<file path="src/rtl/apb_master.sv">
// apb_master: APB4 requester. Turns a valid/ready command stream into single
// APB SETUP/ACCESS transfers and returns read data, slave error and timeout
// status on a valid/ready response channel. One transfer in flight at a time.
//
// Ports
//   clk, rst                 clock (rising edge), asynchronous active-high reset
//   cmd_valid/cmd_ready      command handshake; cmd_ready only in IDLE
//   cmd_write/addr/wdata/strb  command fields, latched on accept
//   rsp_valid/rsp_ready      response handshake
//   rsp_rdata/err/timeout    read data (0 for writes/timeouts), error, timeout flag
//   psel/penable/pwrite/paddr/pwdata/pstrb   APB request (all registered)
//   prdata/pready/pslverr    APB completion inputs
//
// state  | meaning
// IDLE   | waiting for a command, cmd_ready=1
// SETUP  | psel=1, penable=0, request fields stable
// ACCESS | psel=1, penable=1, waiting for pready or timeout
// RESP   | rsp_valid=1 until rsp_ready
module apb_master #(
  parameter int ADDR_WIDTH = 12,
  parameter int DATA_WIDTH = 32,
  parameter int TIMEOUT    = 16
) (
  input  logic                    clk,
  input  logic                    rst,
  input  logic                    cmd_valid,
  output logic                    cmd_ready,
  input  logic                    cmd_write,
  input  logic [ADDR_WIDTH-1:0]   cmd_addr,
  input  logic [DATA_WIDTH-1:0]   cmd_wdata,
  input  logic [DATA_WIDTH/8-1:0] cmd_strb,
  output logic                    rsp_valid,
  input  logic                    rsp_ready,
  output logic [DATA_WIDTH-1:0]   rsp_rdata,
  output logic                    rsp_err,
  output logic                    rsp_timeout,
  output logic                    psel,
  output logic                    penable,
  output logic                    pwrite,
  output logic [ADDR_WIDTH-1:0]   paddr,
  output logic [DATA_WIDTH-1:0]   pwdata,
  output logic [DATA_WIDTH/8-1:0] pstrb,
  input  logic [DATA_WIDTH-1:0]   prdata,
  input  logic                    pready,
  input  logic                    pslverr
);

  localparam int CNT_W = (TIMEOUT > 1) ? $clog2(TIMEOUT) : 1;
  localparam logic [CNT_W-1:0] CNT_LAST = CNT_W'((TIMEOUT > 0) ? TIMEOUT - 1 : 0);

  typedef enum logic [1:0] {
    IDLE   = 2'd0,
    SETUP  = 2'd1,
    ACCESS = 2'd2,
    RESP   = 2'd3
  } state_t;

  state_t           state;
  state_t           state_nxt;
  logic [CNT_W-1:0] wait_cnt;
  logic             cmd_fire;
  logic             timeout_hit;
  logic             xfer_abort;

  // Gated with rst so nothing can look accepted while the block is held in reset.
  assign cmd_ready   = (state == IDLE) && !rst;
  assign cmd_fire    = cmd_valid && cmd_ready;

  // With TIMEOUT=0 the counter simply wraps and never aborts.
  assign timeout_hit = (TIMEOUT != 0) && (wait_cnt == CNT_LAST);
  // pready on the last allowed cycle takes priority over the abort.
  assign xfer_abort  = (state == ACCESS) && !pready && timeout_hit;

  always_ff @(posedge clk or posedge rst) begin
    if (rst) begin
      state <= IDLE;
    end else begin
      state <= state_nxt;
    end
  end

  always_comb begin
    state_nxt = state;
    case (state)
      IDLE:    if (cmd_fire) state_nxt = SETUP;
      SETUP:   state_nxt = ACCESS;
      ACCESS:  if (pready || xfer_abort) state_nxt = RESP;
      RESP:    if (rsp_ready) state_nxt = IDLE;
      default: state_nxt = IDLE;
    endcase
  end

  always_ff @(posedge clk or posedge rst) begin
    if (rst) begin
      psel        <= 1'b0;
      penable     <= 1'b0;
      pwrite      <= 1'b0;
      paddr       <= '0;
      pwdata      <= '0;
      pstrb       <= '0;
      rsp_valid   <= 1'b0;
      rsp_rdata   <= '0;
      rsp_err     <= 1'b0;
      rsp_timeout <= 1'b0;
      wait_cnt    <= '0;
    end else begin
      case (state)
        IDLE: begin
          if (cmd_fire) begin
            psel     <= 1'b1;
            pwrite   <= cmd_write;
            paddr    <= cmd_addr;
            pwdata   <= cmd_wdata;
            pstrb    <= cmd_write ? cmd_strb : '0;
            wait_cnt <= '0;
          end
        end
        SETUP: begin
          penable <= 1'b1;
        end
        ACCESS: begin
          if (pready) begin
            psel        <= 1'b0;
            penable     <= 1'b0;
            pstrb       <= '0;
            rsp_valid   <= 1'b1;
            rsp_rdata   <= pwrite ? '0 : prdata;
            rsp_err     <= pslverr;
            rsp_timeout <= 1'b0;
          end else if (timeout_hit) begin
            psel        <= 1'b0;
            penable     <= 1'b0;
            pstrb       <= '0;
            rsp_valid   <= 1'b1;
            rsp_rdata   <= '0;
            rsp_err     <= 1'b1;
            rsp_timeout <= 1'b1;
          end else begin
            wait_cnt <= wait_cnt + CNT_W'(1);
          end
        end
        RESP: begin
          if (rsp_ready) rsp_valid <= 1'b0;
        end
        default: ;
      endcase
    end
  end

endmodule

</file>
<file path="config.mk">
export PLATFORM = sky130hd
export DESIGN_NAME = apb_master
export DESIGN_NICKNAME = d
export VERILOG_FILES = /design/src/rtl/apb_master.sv
export SDC_FILE = /design/constraint.sdc
export NUM_CORES = 1
export LEC_CHECK = 0
export ABC_AREA = 1
export BUFFER_PORTS_ARGS = -buffer_cell sky130_fd_sc_hd__buf_2
export CAP_MARGIN = 20
export CORE_UTILIZATION = 42
export CTS_CLUSTER_SIZE = 40
export DETAILED_ROUTE_END_ITERATION = 8
export PLACE_DENSITY = 0.76
export SLEW_MARGIN = 10
export SYNTH_ARGS = -nofsm -noshare
export SYNTH_HDL_FRONTEND = slang
export SYNTH_SLANG_ARGS = --single-unit
</file>
<file path="constraint.sdc">
create_clock -name clk -period 2.88 [get_ports clk]
set_input_delay 0.432 -clock clk [delete_from_list [all_inputs] [get_ports clk]]
set_output_delay 0.432 -clock clk [all_outputs]
set_load 0.03 [all_outputs]
</file>
# [After elaboration in Yosys (flattened, before gate mapping)]
# Cells that the tools add are included.
[op_classes] addsub=1 n_mul=0 n_div=0 order_cmp=0 n_eq_ne=10 shift=0 n_mux=27 bitwise=0 n_reduce_logical=19
[op_table] op="$mux 32" count=3
[op_table] op="$mux 4" count=7
[op_table] op="$pmux 4 s2" count=2
[op_table] op="$reduce_and 3->1" count=3
[op_table] op="$mux 1" count=8
[op_table] op="$ne 2x2->1 const B" count=4
[op_table] op="$pmux 2 s4" count=1
[op_table] op="$reduce_bool 2->1" count=4
[op_table] op="$mux 2" count=3
[op_table] op="$pmux 1 s2" count=3
[op_table] op="$reduce_and 2->1" count=3
[op_table] op="$add 4x1->4 const B" count=1
[op_table] op="$eq 2x2->1 const B" count=2
[op_table] op="$eq 4x4->1 const B" count=1
[op_table] op="$logic_and 1x1->1" count=4
[op_table] op="$reduce_and 4->1" count=1
[op_table] op="$ne 3x3->1 const B" count=1
[op_table] op="$eq 2x1->1 const B" count=1
[op_table] op="$logic_not 1->1" count=2
[op_table] op="$logic_not 2->1" count=1
[op_table] op="$ne 2x1->1 const B" count=1
[op_table] op="$logic_or 1x1->1" count=1
[totals] register_bits=92 latch_bits=0 ram_bits=0 rom_bits=0 out_inout_bits=87 wordCells=69 mem_count=0

# [Depth between registers and ports, before layout]
# Gate-level depths: netlist of run 1.
[depth] depth_word=6 ltp_mapped=9 depth_no_buf=9

# [Worst setup path after synthesis of run 1]
# OpenSTA, ideal clock, no wires.
[synth_path] path_type="input to register" start="input port rst" end="register paddr[0]" arrival_time_ns=3.150 slack_ns=-0.387 path_stages=6 path_buffers=2 cell_sequence="inv_1 > nand3_2 > buf_4 > buf_2 > nand2_1 > nand2_1"
[synth_via] elab_chain_cells=4
[synth_lines] element="from (decl)" line_no="25" rtl="input logic rst,"
[synth_lines] element="$logic_not 1->1 (no source line)"
[synth_lines] element="$logic_and 1x1->1" line_no="66" rtl="assign cmd_ready = (state == IDLE) && !rst;"
[synth_lines] element="$logic_and 1x1->1" line_no="67" rtl="assign cmd_fire = cmd_valid && cmd_ready;"
[synth_lines] element="$reduce_and 2->1 (no source line)"
[synth_lines] element="to (signal assigned)" line_no="112" rtl="paddr <= cmd_addr;"
[synth_lines] element="to (decl)" line_no="40" rtl="output logic [ADDR_WIDTH-1:0] paddr,"
# Every way passes these cells.
# A chain may end at the register's enable or synchronous reset.

# [Final worst setup path of run 1]
[layout_path] start="register state[0]" end="register paddr[6]"
[layout_via] elab_chain_cells=4
[layout_lines] element="from (decl)" line_no="58" rtl="state_t state;"
[layout_lines] element="from (signal assigned)" line_no="78" rtl="state <= state_nxt;"
[layout_lines] element="$logic_not 2->1 *" line_no="66, 107"
[layout_lines] element="$logic_and 1x1->1" line_no="66"
[layout_lines] element="$logic_and 1x1->1" line_no="67"
[layout_lines] element="$reduce_and 2->1 (no source line) *"
# Mark *: on every way between the ends. The rest lies on a longest branch, timed or not.

==> flow_summary.toml, run 1 <==
[outcome]
status = "finished clean"

[global_route]
grt_pass1_vias = 3366
grtUsageTotal_pct = 21.0
grt_max_degree = 58
grt_antenna_before_repair = 0
grt_pass1_wl_mm = 15.9
gr-total-overflow = 0

[synthesis]
syn_area_um2 = 3800
synth_top_area_share_pct = 60.6
muxShareOfSynthArea_pct = 0
post-synth-top-count-cell = "nand2_1"
synthAdderAreaFrac_pct = 1.65
async_reset_ff_share_pct = 100
ys_top_cells_by_area = "dfrtp_1, nand2_1, nand3_1"
ys_types = 25
synth_compound_area_share_pct = 1.05
seq_area_frac_synth_pct = 60.6
synth_top_family_by_area = "simple AND/OR/NAND/NOR gates"
synth-xor-area-share_pct = 0.231
synth_top_cell_by_area = "dfrtp_1"
synth_seq_cells = 92
synth-main-ff-cell = "dfrtp_1"
synth_common_cells = "nand2_1, dfrtp_1, nand3_1, inv_1"
synth_edf_count = 0
syn_inst = 427
yosys_warnings = 0
syn-num-nets = 519
yosys.area_share.simple_pct = 31.5
syn_area_per_cell_um2 = 8.89

[critical_path]
critPathBufInv = 2
crit_fanout = 45
crit_path_top_delay_cell = "inv_2"
worstRegToRegCells = 6
path_cells = "inv_1, ha_1, nand3_2, inv_2, nand2_1, nand2_1"
path_class = "reg2reg"
critPathTopFamily = "buffers and inverters"
cp-end-kind = "register"
r2r_end = "paddr[6]"
critPathArrivalTime_ns = 2.29
crit_top_cell = "nand2_1"
rr_startpoint = "state[0]"
slowest_delay_ns = 0.64
r2r_slack_ns = 0.88
critPathRequiredTime_ns = 3.18
startpoint_type = "register"

[timing]
whs_ns = 0.208
post-route-min-period_ns = 2.00
layout_setup_ws_ns = 0.884
finClkSkew_ns = 0.0104
timing.fmax_ghz = 0.501
finalMaxSlewViolations = 0
period_share_pct = 69.3
slew_headroom_pct = 30.7
fin_setup_tns_ns = 0
rsz0062_at_grt = "no"
worst_pin_slew_ns = 1.04
hold_viol_final = 0
setup_viol = 0

[pwr]
powerDensity_nw_per_um2 = 1200
irDropWorstVdd_mv = 0.657
p_leak_nw = 2.92

[clock_tree]
path_clk_slew_ns = 0.10
tritoncts = "done"
h-tree-depth = 3
cts_sinks = 92
clockRootBuffer = "clkbuf_8"
hold_buffers = 0
clock_latency_ns = 0.35
clk_path_buf_depth = 2
cts_resized = 0
numCtsBuffers = 9
postCtsSetupRepairBufs = 0

[detailed_routing]
vias = 3362
wl_mm = 9.49
final_antenna_net_count = 0
vias_per_cell = 4.75
dr.pass1.iters = 4
drt_first_iter_violations = 91
drc = 0
wl_per_cell_um = 13.4

[placement]
place_ws_ns = 0.874
io_buffers = 173
place_congestion = 0.792
hpwl_mm = 6.59

[die]
num_rows = 34
die_h_um = 97.1
ioPinCount = 174
die_w_um = 97.1
initial_utilization_pct = 43.5
core_um2 = 8720
dieArea_um2 = 9430

[finish]
areaGrowthSynthToFinish_pct = 28.3
finish.utilization_pct = 55.9
fin_nets = 687
num-fill-cells = 802
diodes = 0
drive_gt1_share_pct = 34.3

[hold_path]
holdCritPathClass = "in2async"

[run]
drv_cap = 0
==> worst max-delay path by stage <==
stage	depth (start not counted)	end	slack [ns]	from
after floorplan	6	paddr[0]	0.30	rst
after global placement	6	rsp_rdata[29]	0.99	state[0]
after detailed placement	6	paddr[6]	0.87	state[0]
after CTS	6	rsp_rdata[29]	0.87	state[0]
after global routing	6	paddr[9]	0.63	state[0]
final	6	paddr[6]	0.88	state[0]
==> stage by stage <==
stage | std cells | power [W] | instance area [um2]
global placement | 692 | 0.00500 | 4700
CTS | 708 | 0.00590 | 4870
detailed placement | 692 | 0.00509 | 4700
global route | 708 | 0.00624 | 4870
floorplan | 427 | 0.00423 | 3800
finish | 708 | 0.00583 | 4870
==> sequential cells by signal (all words and copies together) (netlist names) <==
signal       flops
pwdata          32
rsp_rdata       32
paddr           12
pstrb            4
wait_cnt         4
state            2
penable          1
psel             1
pwrite           1
rsp_err          1
rsp_timeout      1
rsp_valid        1
==> cells by family after synthesis <==
logic type               after synthesis
AND/OR/NAND/NOR                      288
buffers and inverters                 34
AO/OA/AOI/OAI                          7
flip-flops                            92
XOR/XNOR                               1
adder cells (fa/ha/maj)                5
==> routing by layer <==
metal	GRT usage (%)	vias up	part of all wire (%)
met5	0	-	0
met4	8.38	0	2.0
met3	6.26	13	8.7
met2	34.1	144	46
met1	26.5	1546	43
li1	-	1659	-
==> area by class of cell <==
type | instances | area, um2 | area share (%)
multi-input cells | 301 | 1310 | 26.8
repair buffers | 176 | 888 | 18.2
clock inverters | 7 | 51.3 | 1.05
well taps | 108 | 135 | 2.77
inverters | 15 | 62.6 | 1.28
flip-flops and latches | 92 | 2300 | 47.3
clock buffers | 9 | 124 | 2.54
==> tightest hold or removal path: cells and delay by family <==
family / cells / cell delay, ns
buf+inv: 3 / 0.57
==> cell usage in the layout, fill, tap and decap left out, drive strengths merged <==
cell type,synthesis,final
nand2,231,231
buf,15,176
dfrtp,92,92
nand3,40,40
inv,15,15
nor2,10,10
clkbuf,4,9
nand4,6,6
ha,5,5
clkinv,0,4
clkinvlp,0,3
a21oi,3,3
o21ai,2,2
o21bai,1,1
xor2,1,1
o211ai,1,1
and3,1,1
==> power breakdown <==
group          internal [W]  total, W  leakage (nW)  switching [W]
Combinational      0.000774   0.00287          1.67        0.00209
Sequential          0.00186   0.00217          1.17       0.000309
Clock              0.000317  0.000792        0.0856       0.000476
No activity file was read; power rests on OpenSTA's default activity.
==> run 2, diff against run 1 <==
==> constraint.sdc (replaced) <==
create_clock -name clk -period 1.8 [get_ports clk]
set_input_delay 0.27 -clock clk [delete_from_list [all_inputs] [get_ports clk]]
set_output_delay 0.27 -clock clk [all_outputs]
set_load 0.03 [all_outputs]
==> flow_summary.toml, run 2 (synthesis results as in run 1) <==
[detailed_routing]
wl_per_cell_um = 13.0
vias_per_cell = 4.74
drc = 0
wl_mm = 9.32
dr.pass1.iters = 4
drt_first_iter_violations = 118
final_antenna_net_count = 0
vias = 3387

[critical_path]
r2r_end = "rsp_rdata[11]"
rr_startpoint = "state[0]"
worstRegToRegCells = 8
crit_fanout = 4
cp-end-kind = "primary output"
critPathArrivalTime_ns = 1.38
path_class = "reg2out"
r2r_slack_ns = 0.19
critPathRequiredTime_ns = 1.53
startpoint_type = "register"

[finish]
num-fill-cells = 787
fin_area_um2 = 5060
diodes = 0
multi_input_area_um2 = 1320
final_common_cell = "nand2_1"
drive_gt1_share_pct = 35.3
areaGrowthSynthToFinish_pct = 33.2
mostFrequentLayoutCells = "nand2_1, buf_2, dfrtp_1"
seq_area_um2 = 2300
top_regs = "pwdata (32), rsp_rdata (32), paddr (12)"
fin_nets = 694

[clock_tree]
clockRootBuffer = "clkbuf_8"
cts_sinks = 92
clock_latency_ns = 0.35
numCtsBuffers = 9
h-tree-depth = 3
path_clk_slew_ns = 0.09
tritoncts = "done"
clk_path_buf_depth = 2
hold_buffers = 0

[die]
ioPinCount = 174
dieArea_um2 = 9430
num_rows = 34
initial_utilization_pct = 43.5
core_um2 = 8720
die_h_um = 97.1
die_w_um = 97.1

[placement]
place_congestion = 0.812
placed_area_um2 = 4790
io_buffers = 173
hpwl_mm = 6.65
place_ws_ns = 0.228

[timing]
timing.fmax_ghz = 0.606
finalMaxSlewViolations = 0
period_share_pct = 91.6
rsz0062_at_grt = "no"
slew_headroom_pct = 67.6
setup_viol = 0
post-route-min-period_ns = 1.65
layout_setup_ws_ns = 0.151
worst_pin_slew_ns = 0.485
finClkSkew_ns = 0.0118
whs_ns = 0.0965
hold_viol_final = 0

[global_route]
grt_max_degree = 93
grtUsageTotal_pct = 20.8
grt_antenna_before_repair = 0
gr-total-overflow = 0
grt_pass1_wl_mm = 15.8
grt_pass1_vias = 3476

[outcome]
status = "finished clean"

[pwr]
p_leak_nw = 3.01
finalPower_w = 0.00988
powerDensity_nw_per_um2 = 1950
irDropWorstVdd_mv = 0.925

[hold_path]
holdCritPathClass = "in2async"

[run]
drv_cap = 0
-- run 2: what timing repair did --
action / CTS / global route
endpoints found under the setup margin: 0 / 1
hold endpoints to repair: 0 / 0
setup buffers: 0 / 1
gates resized for setup: 0 / 4
-- run 2: where the power goes --
group / total, W / leakage (nW) / internal [W] / switching (W)
Sequential: 0.00348 / 1.17 / 0.00298 / 0.000497
Clock: 0.00168 / 0.124 / 0.000933 / 0.000743
Combinational: 0.00473 / 1.72 / 0.00137 / 0.00336
Total: 0.00988 / 3.01 / 0.00528 / 0.00460
-- run 2: worst max-delay path: stages (launching register included) --
cell	delay, ns
dfrtp_1	0.43
inv_1	0.14
ha_4	0.16
inv_1	0.06
nor2_1	0.09
buf_4	0.16
-- run 2: worst max-delay path by stage --
stage           startpoint  slack [ns]           to  cells after the start
2_1_floorplan          rst       -0.61     paddr[0]                      6
3_3_place_gp   wait_cnt[0]        0.27  wait_cnt[2]                      7
3_5_place_dp      state[0]        0.23     pstrb[2]                      7
4_1_cts           state[0]        0.05    cmd_ready                      5
5_1_grt           state[1]        0.02    cmd_ready                      5
6_report          state[1]        0.15    cmd_ready                      5
-- run 2: final cells by class --
| type | instances | share of cell area [%] |
|---|---|---|
| repair buffers | 183 | 19.6 |
| clock buffers | 9 | 2.45 |
| multi-input cells | 301 | 26.1 |
| clock inverters | 7 | 2.40 |
| flip-flops and latches | 92 | 45.5 |
| inverters | 15 | 1.24 |
| well taps | 108 | 2.67 |
-- run 2: per-stage QoR --
| step | util, % | cells | setup TNS [ns] |
|---|---|---|---|
| after global routing | 58.0 | 715 | 0 |
| after floorplan | - | 427 | -32.88 |
| after CTS | 57.7 | 714 | 0 |
| final | 58.0 | 715 | 0 |
| after detailed placement | 54.9 | 698 | 0 |
| after global placement | 54.9 | 698 | 0 |
-- run 2: layer usage --
layer | up-vias | track usage, % | wire length (um)
met5 | - | 0 | 0
met4 | 0 | 8.15 | 131
met3 | 10 | 6.40 | 810
met2 | 139 | 33.6 | 4380
met1 | 1563 | 26.1 | 4000
li1 | 1675 | - | -
